==> src/rtl/swdisp_pkg.sv <==
// Shared board-display definitions: active-low segment glyphs {dp,g,f,e,d,c,b,a}
// and the 4-bit value to segment-byte encoder.
package swdisp_pkg;

    typedef logic [3:0] bcd_t;
    typedef logic [7:0] seg_t;

    localparam seg_t SEG_0     = 8'b1100_0000;
    localparam seg_t SEG_1     = 8'b1111_1001;
    localparam seg_t SEG_2     = 8'b1010_0100;
    localparam seg_t SEG_3     = 8'b1011_0000;
    localparam seg_t SEG_4     = 8'b1001_1001;
    localparam seg_t SEG_5     = 8'b1001_0010;
    localparam seg_t SEG_6     = 8'b1000_0010;
    localparam seg_t SEG_7     = 8'b1111_1000;
    localparam seg_t SEG_8     = 8'b1000_0000;
    localparam seg_t SEG_9     = 8'b1001_0000;
    localparam seg_t SEG_BLANK = 8'b1111_1111;

    function automatic seg_t seg_encode(input bcd_t value);
        seg_t seg;
        case (value)
            4'd0:    seg = SEG_0;
            4'd1:    seg = SEG_1;
            4'd2:    seg = SEG_2;
            4'd3:    seg = SEG_3;
            4'd4:    seg = SEG_4;
            4'd5:    seg = SEG_5;
            4'd6:    seg = SEG_6;
            4'd7:    seg = SEG_7;
            4'd8:    seg = SEG_8;
            4'd9:    seg = SEG_9;
            default: seg = SEG_BLANK;
        endcase
        return seg;
    endfunction

endpackage

==> src/rtl/switch_debouncer.sv <==
// One switch channel: 2-flop synchroniser, qualification counter and stable level,
// with a one-cycle pulse on each accepted 0->1 transition.
module switch_debouncer #(
    parameter int unsigned DEBOUNCE_CYCLES = 500000
) (
    input  logic CLOCK_50,
    input  logic RESET_N,
    input  logic raw,
    output logic stable,
    output logic rise
);

    localparam int unsigned CW = $clog2(DEBOUNCE_CYCLES);
    localparam logic [CW-1:0] TERMINAL = CW'(DEBOUNCE_CYCLES - 1);

    logic          r_meta;
    logic          r_sync;
    logic          r_stable;
    logic          r_rise;
    logic [CW-1:0] r_count;

    // Any cycle where sync agrees with stable restarts qualification, so bounces never accumulate.
    always_ff @(posedge CLOCK_50) begin
        if (!RESET_N) begin
            r_meta   <= 1'b0;
            r_sync   <= 1'b0;
            r_stable <= 1'b0;
            r_rise   <= 1'b0;
            r_count  <= '0;
        end else begin
            r_meta <= raw;
            r_sync <= r_meta;
            r_rise <= 1'b0;
            if (r_sync == r_stable) begin
                r_count <= '0;
            end else if (r_count == TERMINAL) begin
                r_stable <= r_sync;
                r_rise   <= r_sync;
                r_count  <= '0;
            end else begin
                r_count <= r_count + 1'b1;
            end
        end
    end

    assign stable = r_stable;
    assign rise   = r_rise;

endmodule

==> src/rtl/switch_display_debounced.sv <==
// Debounced switch display: per-channel LED and active-low digit, all registered.
// Define SWDISP_TOGGLE_COUNT_EN to show a per-channel BCD count of accepted rises on the digits.
module switch_display_debounced
    import swdisp_pkg::*;
#(
    parameter int unsigned CHANNELS        = 6,
    parameter int unsigned DEBOUNCE_CYCLES = 500000
) (
    input  logic                    CLOCK_50,
    input  logic                    RESET_N,
    input  logic [0:CHANNELS-1]     SW,
    output logic [0:CHANNELS-1]     LEDR,
    output logic [0:8*CHANNELS-1]   HEX
);

    logic [0:CHANNELS-1] w_stable;
    logic [0:CHANNELS-1] w_rise;
    logic [0:CHANNELS-1] r_ledr;

    always_ff @(posedge CLOCK_50) begin
        if (!RESET_N) begin
            r_ledr <= '0;
        end else begin
            r_ledr <= w_stable;
        end
    end

    assign LEDR = r_ledr;

    for (genvar i = 0; i < CHANNELS; i++) begin : g_ch
        seg_t r_digit;

        switch_debouncer #(
            .DEBOUNCE_CYCLES(DEBOUNCE_CYCLES)
        ) u_debouncer (
            .CLOCK_50(CLOCK_50),
            .RESET_N (RESET_N),
            .raw     (SW[i]),
            .stable  (w_stable[i]),
            .rise    (w_rise[i])
        );

`ifdef SWDISP_TOGGLE_COUNT_EN
        bcd_t r_count;
        bcd_t w_count_next;

        always_comb begin
            w_count_next = r_count;
            if (w_rise[i]) begin
                w_count_next = (r_count == 4'd9) ? '0 : r_count + 4'd1;
            end
        end

        // Digit encodes the next count so it lands on the same edge as LEDR.
        always_ff @(posedge CLOCK_50) begin
            if (!RESET_N) begin
                r_count <= '0;
                r_digit <= SEG_0;
            end else begin
                r_count <= w_count_next;
                r_digit <= seg_encode(w_count_next);
            end
        end
`else
        always_ff @(posedge CLOCK_50) begin
            if (!RESET_N) begin
                r_digit <= SEG_0;
            end else begin
                r_digit <= w_stable[i] ? SEG_1 : SEG_0;
            end
        end
`endif

        assign HEX[8*i +: 8] = r_digit;
    end

endmodule

==> config.mk <==
export PLATFORM = sky130hd
export DESIGN_NAME = switch_display_debounced
export DESIGN_NICKNAME = d
export VERILOG_FILES = /design/src/rtl/swdisp_pkg.sv /design/src/rtl/switch_debouncer.sv /design/src/rtl/switch_display_debounced.sv
export SDC_FILE = /design/constraint.sdc
export NUM_CORES = 1
export LEC_CHECK = 0
export ABC_CLOCK_PERIOD_IN_PS = 2380
export CAP_MARGIN = 10
export CELL_PAD_IN_SITES_DETAIL_PLACEMENT = 1
export CELL_PAD_IN_SITES_GLOBAL_PLACEMENT = 2
export CORE_MARGIN = 4
export CORE_UTILIZATION = 35
export CTS_CLUSTER_SIZE = 10
export DETAILED_ROUTE_END_ITERATION = 16
export GPL_TIMING_DRIVEN = 0
export PLACE_DENSITY = 0.81
export SLEW_MARGIN = 40
export SYNTH_ARGS = -nofsm -noshare
export SYNTH_HDL_FRONTEND = slang
export SYNTH_SLANG_ARGS = --single-unit
export TNS_END_PERCENT = 5
==> constraint.sdc <==
create_clock -name CLOCK_50 -period 2.38 [get_ports CLOCK_50]
set_input_delay 0.476 -clock CLOCK_50 [delete_from_list [all_inputs] [get_ports CLOCK_50]]
set_output_delay 0.476 -clock CLOCK_50 [all_outputs]
set_load 0.1 [all_outputs]
==> flow_summary.json, run 1 <==
{
  "h-tree-depth": 4,
  "synth_seq_cells": 138,
  "clk_latency_ns": 0.42,
  "fillers": 2032,
  "grt_pass1_vias": 5289,
  "synth_mux_area_frac": 0.00161,
  "num_rows": 48,
  "gp_congestion": 0.840,
  "cp_common_cell": "clkbuf_1",
  "leakage_nw": 2.60,
  "ctsRootBufferMaster": "clkbuf_16",
  "hold_viol": 0,
  "synth_area_um2": 6230,
  "placedCellCount": 994,
  "synth_xor_area_frac": 0.104,
  "cts_hold_buffers": 0,
  "yosys.area_share.simple": 0.276,
  "areaGrowthSynthToFinish_pct": 19.4,
  "synthFlopType": "dfxtp_1",
  "synth_edf_count": 0,
  "cp_data_arrival_time_ns": 2.56,
  "place_area_um2": 6810,
  "yosys.area.top_type": "dfxtp_1",
  "die_h_um": 141,
  "rsz0062_at_grt": "yes",
  "grt_use_total": 0.153,
  "drt_iter0_markers": 172,
  "p_comb_frac": 0.048,
  "avgViaCountPerCell": 4.95,
  "peakVddDrop_v": 0.000550,
  "p_per_area_nw_per_um2": 714,
  "synth.area.top_cells": "dfxtp_1 44%, xor2_1 6.3%, buf_4 5.8%, nor2_1 5.2%, xnor2_1 4.1%",
  "fp.dieW_um": 141,
  "power.internal_mw": 4.12,
  "fmax_ghz": 0.440,
  "max-cap-violations": 0,
  "dp_slack_ns": -0.0761,
  "synth_adder_area_share": 0.0120,
  "outcome": "complete, no violations",
  "drt_first_pass_iters": 4,
  "final.period_utilization": 0.955,
  "cp-end-kind": "flop",
  "cts_tree": "built",
  "final_cell_area_um2": 7440,
  "critPathLaunchType": "flop",
  "path_clk_slew_ns": 0.06,
  "cpPeakStageDelay_ns": 0.45,
  "worstHoldPathType": "flop to flop",
  "yosysWarningCount": 0,
  "io_pins": 62,
  "required_ns": 2.66,
  "maxSlewHeadroom": 0.605,
  "switching_power_mw": 1.19,
  "final_layout_size_suffix_gt1_frac": 0.154,
  "clkPwrFrac": 0.513,
  "crit_chain": "ha_1, and4_1, clkbuf_1, nand3_1, o21bai_2, clkbuf_1, nor2_1",
  "initial_utilization": 0.359,
  "ant_nets": 0,
  "worst_slack_ns": 0.106,
  "finalPower_mw": 5.31,
  "async_flop_share": 0,
  "swShare": 0.223,
  "yosysTopAreaCellShare": 0.443,
  "final_core_utilization": 0.429,
  "critical_path.max_fanout": 10,
  "place_hpwl_mm": 10.6,
  "postSynthCellCount": 711,
  "final_cell_count_no_fill": 1026,
  "dieArea_um2": 20000,
  "setup_viol": 0,
  "nets": 802,
  "synth_top_family_by_area": "simple AND/OR/NAND/NOR gates",
  "slew_violations": 0,
  "period_needed_ns": 2.27,
  "avgSynthCellArea_um2": 8.77,
  "avgRoutedWirePerCell_um": 14.3,
  "cts_buffer_depth": 2,
  "synth_cell_types": 39,
  "diodes": 0,
  "synth_compound_area_frac": 0.0773,
  "worst_slew_pin_slew_ns": 0.587,
  "p_seq_frac": 0.439,
  "tns_ns": 0,
  "cts_sinks": 138,
  "port_buffers": 36,
  "crit_slowest_cell": "clkbuf_1",
  "path_class": "flop to flop",
  "finalWirelength_mm": 14.6,
  "clock_skew_ns": 0.00844,
  "grt_max_degree": 17,
  "drc": 0,
  "core_area_um2": 17400,
  "cts_buffers": 17,
  "grt_overflow": 0,
  "hold_slack_ns": 0.437,
  "seq_area_frac_synth": 0.443,
  "num_vias": 5082,
  "antenna_found_initial": 0,
  "grt_pass1_wl_mm": 25.3
}
## synth_stat cells, types with 9 or more instances
library cell,number
a21oi_1,39
and2_1,20
and4_1,14
buf_4,48
clkbuf_1,11
dfxtp_1,138
inv_1,25
nand2_1,43
nand3_1,39
nand4_1,26
nor2_1,86
nor4_1,9
o21ai_0,22
o31ai_1,15
or3_1,24
or4_1,18
xnor2_1,29
xor2_1,45
## layer usage
layer	up-vias	track usage	share of wire	wire, um
li1	2570	-	-	-
met1	2444	0.184	0.45	6550
met2	54	0.269	0.51	7500
met3	14	0.0371	0.030	433
met4	0	0.0480	0.012	173
met5	-	0	0	0
## final cells by class
type | count | area, um2 | area share
well taps | 225 | 282 | 0.0378
repair buffers | 36 | 210 | 0.0282
multi-input cells | 505 | 3050 | 0.410
inverters | 25 | 93.8 | 0.0126
clock buffers | 24 | 492 | 0.0661
clock inverters | 8 | 115 | 0.0155
flip-flops and latches | 138 | 2760 | 0.371
plain buffers | 65 | 437 | 0.0587
## worst max-delay path: cells and delay by family, from the launching register on
kind                     cells  cell delay [ns]
AO/OA/AOI/OAI                1             0.36
adder cells (fa/ha/maj)      1             0.22
buffers and inverters        2             0.69
flip-flops                   1             0.37
AND/OR/NAND/NOR              3             0.51
## repair_timing
item	4_1_cts	5_1_grt
setup buffers	0	0
gates cloned	0	0
endpoints found under the setup margin	20	50
resized for setup	2	5
pin swaps	0	1
## state kept, by name (all words and copies together) (netlist names)
name and cells:
g_ch.u_debouncer.r_count 114, g_ch.u_debouncer.r_meta 6, g_ch.u_debouncer.r_sync 6, g_ch.u_debouncer.stable 6, LEDR 5, g_ch.r_digit 1
## worst paths after layout
kind,from,to,slack (ns),depth (start not counted)
worst max-delay path,g_ch[5].u_debouncer.r_count[0],g_ch[5].u_debouncer.r_count[8],0.11,7
worst min-delay path,g_ch[3].u_debouncer.r_meta,g_ch[3].u_debouncer.r_sync,0.44,1
worst max register to register,g_ch[5].u_debouncer.r_count[0],g_ch[5].u_debouncer.r_count[8],0.11,7
worst min register to register,g_ch[3].u_debouncer.r_meta,g_ch[3].u_debouncer.r_sync,0.44,1
## power by group through the flow
stage / combinational, mW / clock [mW] / sequential [mW]
5_1_grt: 0.267 / 2.89 / 2.33
3_5_place_dp: 0.253 / 0 / 2.38
6_report: 0.255 / 2.73 / 2.33
4_1_cts: 0.253 / 2.78 / 2.33
3_3_place_gp: 0.251 / 0 / 2.38
2_1_floorplan: 0.227 / 0 / 2.38
## kinds of logic after synthesis
| group | count (synthesis) |
|---|---|
| flip-flops | 138 |
| multiplexers | 1 |
| AND/OR/NAND/NOR | 316 |
| other | 2 |
| XOR/XNOR | 74 |
| buffers and inverters | 90 |
| adder cells (fa/ha/maj) | 6 |
| AO/OA/AOI/OAI | 84 |
## placed cells by master (no fill, tap or decap), drive strengths merged, types with 20 or more instances in the layout
cell and count:
a21oi 39, and2 20, buf 85, clkbuf 34, conb 24, dfxtp 138
inv 25, nand2 44, nand3 40, nand4 27, nor2 86, o21ai 22
or3 24, xnor2 29, xor2 45
(Power assumes the default switching activity.)
==> run 2: changes to the inputs <==
--- a/config.mk
+++ b/config.mk
@@ -11,7 +11,7 @@
 export CELL_PAD_IN_SITES_GLOBAL_PLACEMENT = 2
 export CORE_MARGIN = 4
 export CORE_UTILIZATION = 35
-export CTS_CLUSTER_SIZE = 10
+export CTS_CLUSTER_SIZE = 20
 export DETAILED_ROUTE_END_ITERATION = 16
 export GPL_TIMING_DRIVEN = 0
 export PLACE_DENSITY = 0.81
==> results of run 2 <==
Final layout, timing and power as in run 1 (identical DEF).
